<file path="src/rtl/ssp_rx.sv">
// Serial receive path: recovers 8-bit frames from SSPCLKIN/SSPFSSIN/SSPRXD into a 4-deep show-ahead FIFO.
// Define SSP_RX_OVERRUN_EN to build the sticky RX_OVERRUN flag; otherwise RX_OVERRUN is tied low.
module ssp_rx (
  input  logic       PCLK,
  input  logic       CLEAR_B,
  input  logic       SSPCLKIN,
  input  logic       SSPFSSIN,
  input  logic       SSPRXD,
  input  logic       RX_RD,
  output logic [7:0] RX_DATA,
  output logic       RX_EMPTY,
  output logic       SSPRXINTR,
  output logic       RX_OVERRUN
);

  typedef enum logic {IDLE, SHIFT} state_t;

  state_t     state_q, state_d;
  logic [2:0] count_q, count_d;
  logic [7:0] shift_q, shift_d;
  logic       clkin_q;
  logic       fall_evt;
  logic       wr_en;
  logic [7:0] wr_data;
  logic       unused_shift_msb;

  logic [7:0] mem_q [0:3];
  logic [2:0] wp_q, rp_q;
  logic [2:0] occ;
  logic       full;
  logic       empty;
  logic       rd_ok;
  logic       wr_ok;

  // Falling SSPCLKIN is the only instant the link pins are sampled.
  assign fall_evt         = clkin_q & ~SSPCLKIN;
  assign unused_shift_msb = shift_q[7];

  always_ff @(posedge PCLK or negedge CLEAR_B) begin
    if (!CLEAR_B) begin
      state_q <= IDLE;
      count_q <= 3'd0;
      shift_q <= 8'h00;
      clkin_q <= 1'b0;
    end else begin
      state_q <= state_d;
      count_q <= count_d;
      shift_q <= shift_d;
      clkin_q <= SSPCLKIN;
    end
  end

  always_comb begin
    state_d = state_q;
    count_d = count_q;
    shift_d = shift_q;
    case (state_q)
      IDLE: begin
        if (fall_evt && SSPFSSIN) begin
          state_d = SHIFT;
          count_d = 3'd0;
        end
      end
      SHIFT: begin
        if (fall_evt) begin
          shift_d = {shift_q[6:0], SSPRXD};
          count_d = count_q + 3'd1;
          // A sync pulse on the last bit starts the next frame with no gap.
          if (count_q == 3'd7) begin
            state_d = SSPFSSIN ? SHIFT : IDLE;
            count_d = 3'd0;
          end
        end
      end
      default: state_d = IDLE;
    endcase
  end

  always_comb begin
    wr_en   = (state_q == SHIFT) && fall_evt && (count_q == 3'd7);
    wr_data = {shift_q[6:0], SSPRXD};
  end

  assign occ       = wp_q - rp_q;
  assign full      = (occ == 3'd4);
  assign empty     = (occ == 3'd0);
  assign rd_ok     = RX_RD & ~empty;
  // A pop on the same edge frees the slot, so a write at full still lands.
  assign wr_ok     = wr_en & (~full | rd_ok);
  assign RX_DATA   = mem_q[rp_q[1:0]];
  assign RX_EMPTY  = empty;
  assign SSPRXINTR = full;

  always_ff @(posedge PCLK or negedge CLEAR_B) begin
    if (!CLEAR_B) begin
      for (int i = 0; i < 4; i++) mem_q[i] <= 8'h00;
      wp_q <= 3'd0;
      rp_q <= 3'd0;
    end else begin
      if (wr_ok) begin
        mem_q[wp_q[1:0]] <= wr_data;
        wp_q             <= wp_q + 3'd1;
      end
      if (rd_ok) rp_q <= rp_q + 3'd1;
    end
  end

`ifdef SSP_RX_OVERRUN_EN
  logic ovr_q;

  always_ff @(posedge PCLK or negedge CLEAR_B) begin
    if (!CLEAR_B) ovr_q <= 1'b0;
    else if (wr_en && full && !rd_ok) ovr_q <= 1'b1;
  end

  assign RX_OVERRUN = ovr_q;
`else
  assign RX_OVERRUN = 1'b0;
`endif

endmodule

</file>
<file path="config.mk">
export PLATFORM = sky130hd
export DESIGN_NAME = ssp_rx
export DESIGN_NICKNAME = d
export VERILOG_FILES = /design/src/rtl/ssp_rx.sv
export SDC_FILE = /design/constraint.sdc
export NUM_CORES = 1
export LEC_CHECK = 0
export CORE_MARGIN = 2
export CORE_UTILIZATION = 45
export CTS_CLUSTER_SIZE = 10
export DETAILED_ROUTE_END_ITERATION = 10
export GPL_TIMING_DRIVEN = 0
export HOLD_SLACK_MARGIN = 0.15
export PLACE_DENSITY = 0.7
export SLEW_MARGIN = 20
export SYNTH_ARGS = -nofsm -noshare
export SYNTH_HDL_FRONTEND = slang
export SYNTH_SLANG_ARGS = --single-unit
</file>
<file path="constraint.sdc">
create_clock -name PCLK -period 2.8 [get_ports PCLK]
set_input_delay 0.56 -clock PCLK [delete_from_list [all_inputs] [get_ports PCLK]]
set_output_delay 0.56 -clock PCLK [all_outputs]
set_load 0.02 [all_outputs]
</file>
==> summary.txt, run 1 <==
Timing
  • Max Slew Vio Count: 0
  • Fin. Hold Viols: 0
  • Max Freq: 0.3763 GHz
  • Worst-Margin Slew: ~0.61 ns
  • Final setup viols: 0
  • Post-route clock skew: 0.006178 ns
  • Slew Limit Headroom: 0.5890
  • Tcrit/Tclk final: 0.9490
  • Final setup margin: 0.1428 ns
  • Unrepaired setup endpoints after global routing: no
  • Hold Slack: 0.2119 ns
  • Fin crit period: 2.657 ns

Critical path
  • Crit-path cells: clkbuf_4, mux4_2, clkdlybuf4s50_1
  • CP arrival: roughly 2.1 ns
  • Worst EP required: 2.24 ns
  • Crit-path max FO: 9
  • Crit path launch type: flop
  • Crit-path max cell delay: 0.55 ns
  • Crit path kind: flop to output port
  • Crit path max-delay cell type: mux4_2
  • CP endpoint kind: output port

Route
  • Post-route ant nets: 0
  • DR pass1 iterations: 4
  • Vias after detailed routing: 1267
  • DRT Wirelength: just over 4 mm
  • Per-cell routed wire length: approximately 17 um
  • Drt drc: 0
  • DRT iter0 DRCs: 35
  • Post-DR vias/cell: ~5.3

Floorplanning
  • Die height: 75.20 um
  • FP Rows: 25
  • Num ports: 17
  • Initial core utilization: 0.4735
  • Die footprint: 0.005654 mm^2
  • Die width: 75.20 um
  • Core ar.: 0.004817 mm^2

Cells and area
  • Commonest non-fill, non-tap cells in the layout: 50 x dfrtp_1, 41 x mux2_2, 12 x clkdlybuf4s50_1
  • Final Util: 0.5535
  • Area delta synth->final: 16.90%
  • Register Area: between 0.001 and 0.0015 mm^2
  • Commonest non-fill, non-tap cell in the layout: dfrtp_1
  • Share of cells above drive strength 1: 0.4094
  • Fill cells: between 400 and 500
  • Antenna cell count: 0
  • Multi-input logic area: 0.001005 mm^2
  • Final std cells w/o fill: around 240
  • Nets: 185

CTS
  • CTS Buf Count: 5
  • Clock H-tree levels: 2
  • Clock slew at reported path FFs: roughly 0.09 ns
  • TritonCTS Sinks: 50
  • CTS Hold Bufs: 0
  • Post-CTS setup buffers: 0
  • Worst skew pair latency: 0.31 ns
  • CTS root buf: clkbuf_8
  • CTS tree: yes
  • Clock tree buffer depth: 2

Global route
  • Overflow after GRT: 0
  • Grt met3 use: 0.03481
  • First-pass GRT wire length: about 6.7 mm
  • Total Routing Usage GR: 0.1674
  • Pin count of the biggest net entering global routing: 30
  • Met1 Use GR: 0.2064
  • Initial antenna violation count: 0
  • GRT busiest layer: met2
  • Met2 usage: 0.2817
  • Vias in the first global route: 1386

Status
  • Outcome: complete, no violations

Power and ir drop
  • Total power: about 2.3 mW
  • VDD IR max: 489.6 uV
  • PD cells: around 860 mW/mm^2
  • Leakage: 1.276 nW

Placed design
  • Post-DP HPWL: 2.732 mm
  • Placed cells: 230
  • Port bufs: 15
  • Final Wtd Congestion: 0.7613
  • Dpl ws: -0.1929 ns

Synthesis
  • #FFs+latches synth: 50
  • Post-Syn Instances: 147
  • Post-synth net total: 162
  • Synth top area cells: dfrtp_1 55%, mux2_2 20%, mux4_2 7.9%, ha_1 4.9%, o211ai_2 1.6%
  • Yosys top cell by area: dfrtp_1
  • Mapped cell area: between 0.002 and 0.0025 mm^2
  • Ys Warns: 0
  • Number of distinct library cells after synthesis: 25
  • Seq/Total Area, Yosys: 0.5485
  • Yosys top cell area share: 0.5485
  • Post-Syn Area per Cell: roughly 16 um^2

Min path
  • HP Class: primary input to async pin

Run
  • MaxCap Viol Count: 0
-- cell usage after synthesis (all sizes together) --
cell type  instances
conb               1
nand3              1
mux2              41
nand2              5
inv                4
and3               1
o21ai              2
mux4               8
nor2b              3
ha                 9
buf                1
xnor2              4
a32o               2
a31oi              1
a31o               1
dfrtp             50
o211ai             4
nor2               1
xor2               2
clkbuf             4
o31ai              1
a22o               1
-- sequential cells by signal, summed over array words and instances (netlist names) --
| signal | flops |
|---|---|
| mem_q | 32 |
| shift_q | 7 |
| count_q | 3 |
| rp_q | 3 |
| wp_q | 3 |
| clkin_q | 1 |
| state_q | 1 |
-- logic make-up after synthesis --
logic type	share of synthesized area
compound gates	0.05267
xor+xnor	0.02634
fa+ha+maj	0.04937
buf+inv	0.01700
flops	0.5485
mux	0.2814
other cells	0.001644
simple gates	0.02304
-- timing repair --
action | 4_1_cts | 5_1_grt
resized for setup | 4 | 5
endpoints found under the setup margin | 10 | 9
hold endpoints to repair | 0 | 0
-- worst max-delay path, delay by kind of cell, from the launching register on --
family	cells	cell delay, ns
buffers and inverters	2	0.84
DFF	1	0.39
muxes	1	0.55
-- final timing paths --
check	startpoint	endpoint	slack [ns]	cells past startpoint
worst max register to register	rp_q[1]	mem_q[10]	0.46	6
min in group PCLK	rp_q[2]	rp_q[2]	0.49	1
worst max-delay path	rp_q[0]	RX_DATA[5]	0.14	3
worst min register to register	rp_q[2]	rp_q[2]	0.49	1
worst min-delay path	CLEAR_B	wp_q[0]	0.21	1
max in group asynchronous	CLEAR_B	mem_q[26]	2.06	2
-- metrics by stage --
| step | setup TNS, ns | instance area [um^2] |
|---|---|---|
| floorplan | 0 | 2281 |
| global placement | -5.823 | 2515 |
| detailed placement | -0.2835 | 2530 |
| CTS | -0.2233 | 2648 |
| global route | 0 | 2666 |
| finish | 0 | 2666 |
-- metal layers --
metal  vias to the layer above  share of wire  routed length (um)
met5                         -              0                   0
met4                         0          0.023                  92
met3                         8          0.033                 134
met2                        21           0.51                2042
met1                       658           0.44                1753
li1                        580              -                   -
-- power breakdown --
part | total [mW] | switching (mW) | internal, mW
Sequential | 1.01 | 0.135 | 0.873
Combinational | 0.775 | 0.389 | 0.385
Clock | 0.511 | 0.245 | 0.266
Total | 2.29 | 0.769 | 1.52
-- layout make-up --
cell class	count	share of cell area
repair buffers	16	0.06241
multi-input cells	88	0.3768
plain buffers	5	0.01173
clock inverters	3	0.01689
clock buffers	5	0.02581
well taps	67	0.03144
flip-flops and latches	50	0.4693
inverters	4	0.005631
Note: power is estimated with default switching activity, not from simulation.
==> inputs of run 2 (changes only) <==
CORE_MARGIN = 4   (was 2)
==> summary.txt, run 2 (synthesized netlist as in run 1, its figures left out) <==
Floorplanning
  • Die height: 79.20 um (was 75.20 um)
  • FP Rows: 25 (unchanged)
  • Num ports: 17 (unchanged)
  • Die footprint: 0.006272 mm^2 (was 0.005654 mm^2)
  • Initial core utilization: 0.4735 (unchanged)
  • Core ar.: 0.004817 mm^2 (unchanged)
  • Die width: 79.20 um (was 75.20 um)

Timing
  • Fin. Hold Viols: 0 (unchanged)
  • Tcrit/Tclk final: 0.9440 (was 0.9490)
  • Max Slew Vio Count: 0 (unchanged)
  • Worst-Margin Slew: 0.6164 ns (was 0.6147 ns)
  • Hold Slack: 0.1924 ns (was 0.2119 ns)
  • Final setup viols: 0 (unchanged)
  • Fin crit period: 2.643 ns (was 2.657 ns)
  • Max Freq: 0.3783 GHz (was 0.3763 GHz)
  • Post-route clock skew: 0.006696 ns (was 0.006178 ns)
  • Slew Limit Headroom: 0.5878 (was 0.5890)
  • Unrepaired setup endpoints after global routing: no (unchanged)

Cells and area
  • Share of cells above drive strength 1: 0.4094 (unchanged)
  • Largest regs: mem_q: 32 flops, shift_q: 7 flops (unchanged)
  • Final Util: 0.5517 (was 0.5535)
  • Max FFs per register: 32 (unchanged)
  • Commonest non-fill, non-tap cell in the layout: dfrtp_1 (unchanged)
  • Fill cells: 424 (was 432)
  • Commonest non-fill, non-tap cells in the layout: 50 x dfrtp_1, 41 x mux2_2, 12 x clkdlybuf4s50_1 (unchanged)
  • Antenna cell count: 0 (unchanged)
  • Top reg by flops: mem_q (unchanged)
  • Post-route cell area: 0.002658 mm^2 (was 0.002666 mm^2)
  • Area delta synth->final: 16.51% (was 16.90%)
  • Nets: 185 (unchanged)

Critical path
  • Setup crit end: RX_DATA[7] (was RX_DATA[5])
  • Top Family by Delay on Critical Path: buffers and inverters (unchanged)
  • CP Depth: 3 (unchanged)
  • Buffers and inverters on the worst path: 2 (unchanged)
  • Crit-path max cell delay: 0.56 ns (was 0.55 ns)
  • Crit-path cells: clkbuf_4, mux4_2, clkdlybuf4s50_1 (unchanged)
  • R2R Setup Slk: 0.42 ns (was 0.46 ns)
  • Worst EP required: 2.24 ns (about the same)
  • Reg-to-reg endpoint: mem_q[17] (was mem_q[10])
  • R2r startpoint: rp_q[1] (unchanged)
  • Crit-path max FO: 9 (unchanged)
  • Crit path launch type: flop (unchanged)
  • Crit path kind: flop to output port (unchanged)
  • Critical Path Start: rp_q[0] (unchanged)
  • CP arrival: 2.08 ns (was 2.10 ns)
  • R2R depth: 6 (unchanged)
  • Crit path max-delay cell type: clkdlybuf4s50_1 (was mux4_2)
  • CP endpoint kind: output port (unchanged)

Power and ir drop
  • Logic pwr share: 0.346 (was 0.338)
  • Seq pwr share: 0.448 (was 0.439)
  • PD cells: 845.9 mW/mm^2 (was 859.9 mW/mm^2)
  • Share of power burned in the clock network: 0.206 (was 0.223)
  • VDD IR max: 420.6 uV (was 489.6 uV)
  • Switching part of the total power: 0.3390 (was 0.3355)
  • Psw: 0.7620 mW (was 0.7693 mW)
  • Internal cell power: 1.486 mW (was 1.524 mW)
  • Leakage: 1.280 nW (was 1.276 nW)

CTS
  • CTS root buf: clkbuf_8 (unchanged)
  • Clock tree buffer depth: 2 (unchanged)
  • Clock slew at reported path FFs: 0.09 ns (about the same)
  • CTS tree: yes (unchanged)
  • CTS Buf Count: 5 (unchanged)
  • Clock H-tree levels: 2 (unchanged)
  • TritonCTS Sinks: 50 (unchanged)
  • Worst skew pair latency: 0.30 ns (was 0.31 ns)

Route
  • Drt drc: 0 (unchanged)
  • Per-cell routed wire length: 16.97 um (was 16.90 um)
  • Post-DR vias/cell: 5.336 (was 5.324)
  • DR pass1 iterations: 4 (unchanged)
  • Post-route ant nets: 0 (unchanged)
  • DRT iter0 DRCs: 47 (was 35)
  • Vias after detailed routing: 1270 (was 1267)
  • DRT Wirelength: 4.040 mm (was 4.022 mm)

Global route
  • Total Routing Usage GR: 0.1484 (was 0.1674)
  • First-pass GRT wire length: 6.920 mm (was 6.699 mm)
  • Pin count of the biggest net entering global routing: 33 (was 30)
  • Initial antenna violation count: 0 (unchanged)
  • Vias in the first global route: 1358 (was 1386)
  • Overflow after GRT: 0 (unchanged)

Min path
  • HP Class: primary input to async pin (unchanged)

Status
  • Outcome: complete, no violations (unchanged)

Run
  • MaxCap Viol Count: 0 (unchanged)

Placed design
  • Port bufs: 15 (unchanged)
  • Final Wtd Congestion: 0.6856 (was 0.7613)
  • Area after DPL: 0.002530 mm^2 (unchanged)
  • Post-DP HPWL: 2.835 mm (was 2.732 mm)
[run 2: worst min-delay path by stage]
stage                       start          to  slack, ns  cells past startpoint
after floorplan           CLEAR_B     clkin_q       0.26                      0
after global placement    rp_q[2]     rp_q[2]       0.48                      1
after detailed placement  wp_q[2]     wp_q[2]       0.48                      1
after CTS                 CLEAR_B  count_q[2]       0.20                      1
after global routing      CLEAR_B     rp_q[1]       0.22                      1
final                     CLEAR_B     wp_q[0]       0.19                      1
[run 2: per-stage QoR]
stage	total power, mW	worst slack, ns	cells	setup TNS (ns)
final	2.248	0.1569	238	0
after global routing	2.399	0.06354	238	0
after floorplan	1.533	0.5464	147	0
after global placement	1.723	-0.1404	229	-7.030
after detailed placement	1.779	-0.1882	230	-0.2799
after CTS	2.246	-0.2297	238	-0.2297
[run 2: power by group through the flow]
stage / clock network, mW / registers (mW) / logic (mW)
2_1_floorplan: 0 / 0.978 / 0.555
3_3_place_gp: 0 / 1.01 / 0.717
3_5_place_dp: 0 / 1.02 / 0.757
4_1_cts: 0.476 / 1.01 / 0.759
5_1_grt: 0.510 / 1.03 / 0.854
6_report: 0.462 / 1.01 / 0.779
[run 2: layer usage]
metal / vias up / GRT usage / part of all wire
li1: 584 / - / -
met1: 667 / 0.1923 / 0.45
met2: 14 / 0.2348 / 0.50
met3: 5 / 0.04082 / 0.033
met4: 0 / 0.06186 / 0.017
met5: - / 0 / 0
[run 2: area by class of cell]
type / count / area [um^2] / area share
Sequential cell: 50 / 1251 / 0.4708
Multi-Input combinational cell: 88 / 1005 / 0.3781
Timing Repair Buffer: 16 / 166.4 / 0.06262
Clock buffer: 7 / 96.34 / 0.03625
Tap cell: 67 / 83.83 / 0.03154
Buffer: 5 / 31.28 / 0.01177
Inverter: 4 / 15.01 / 0.005650
Clock inverter: 1 / 8.758 / 0.003296
[run 2: what timing repair did]
| item | CTS | global route |
|---|---|---|
| hold buffers | 0 | 0 |
| endpoints found under the setup margin | 10 | 9 |
| gates resized for setup | 4 | 5 |
| setup buffers | 0 | 0 |
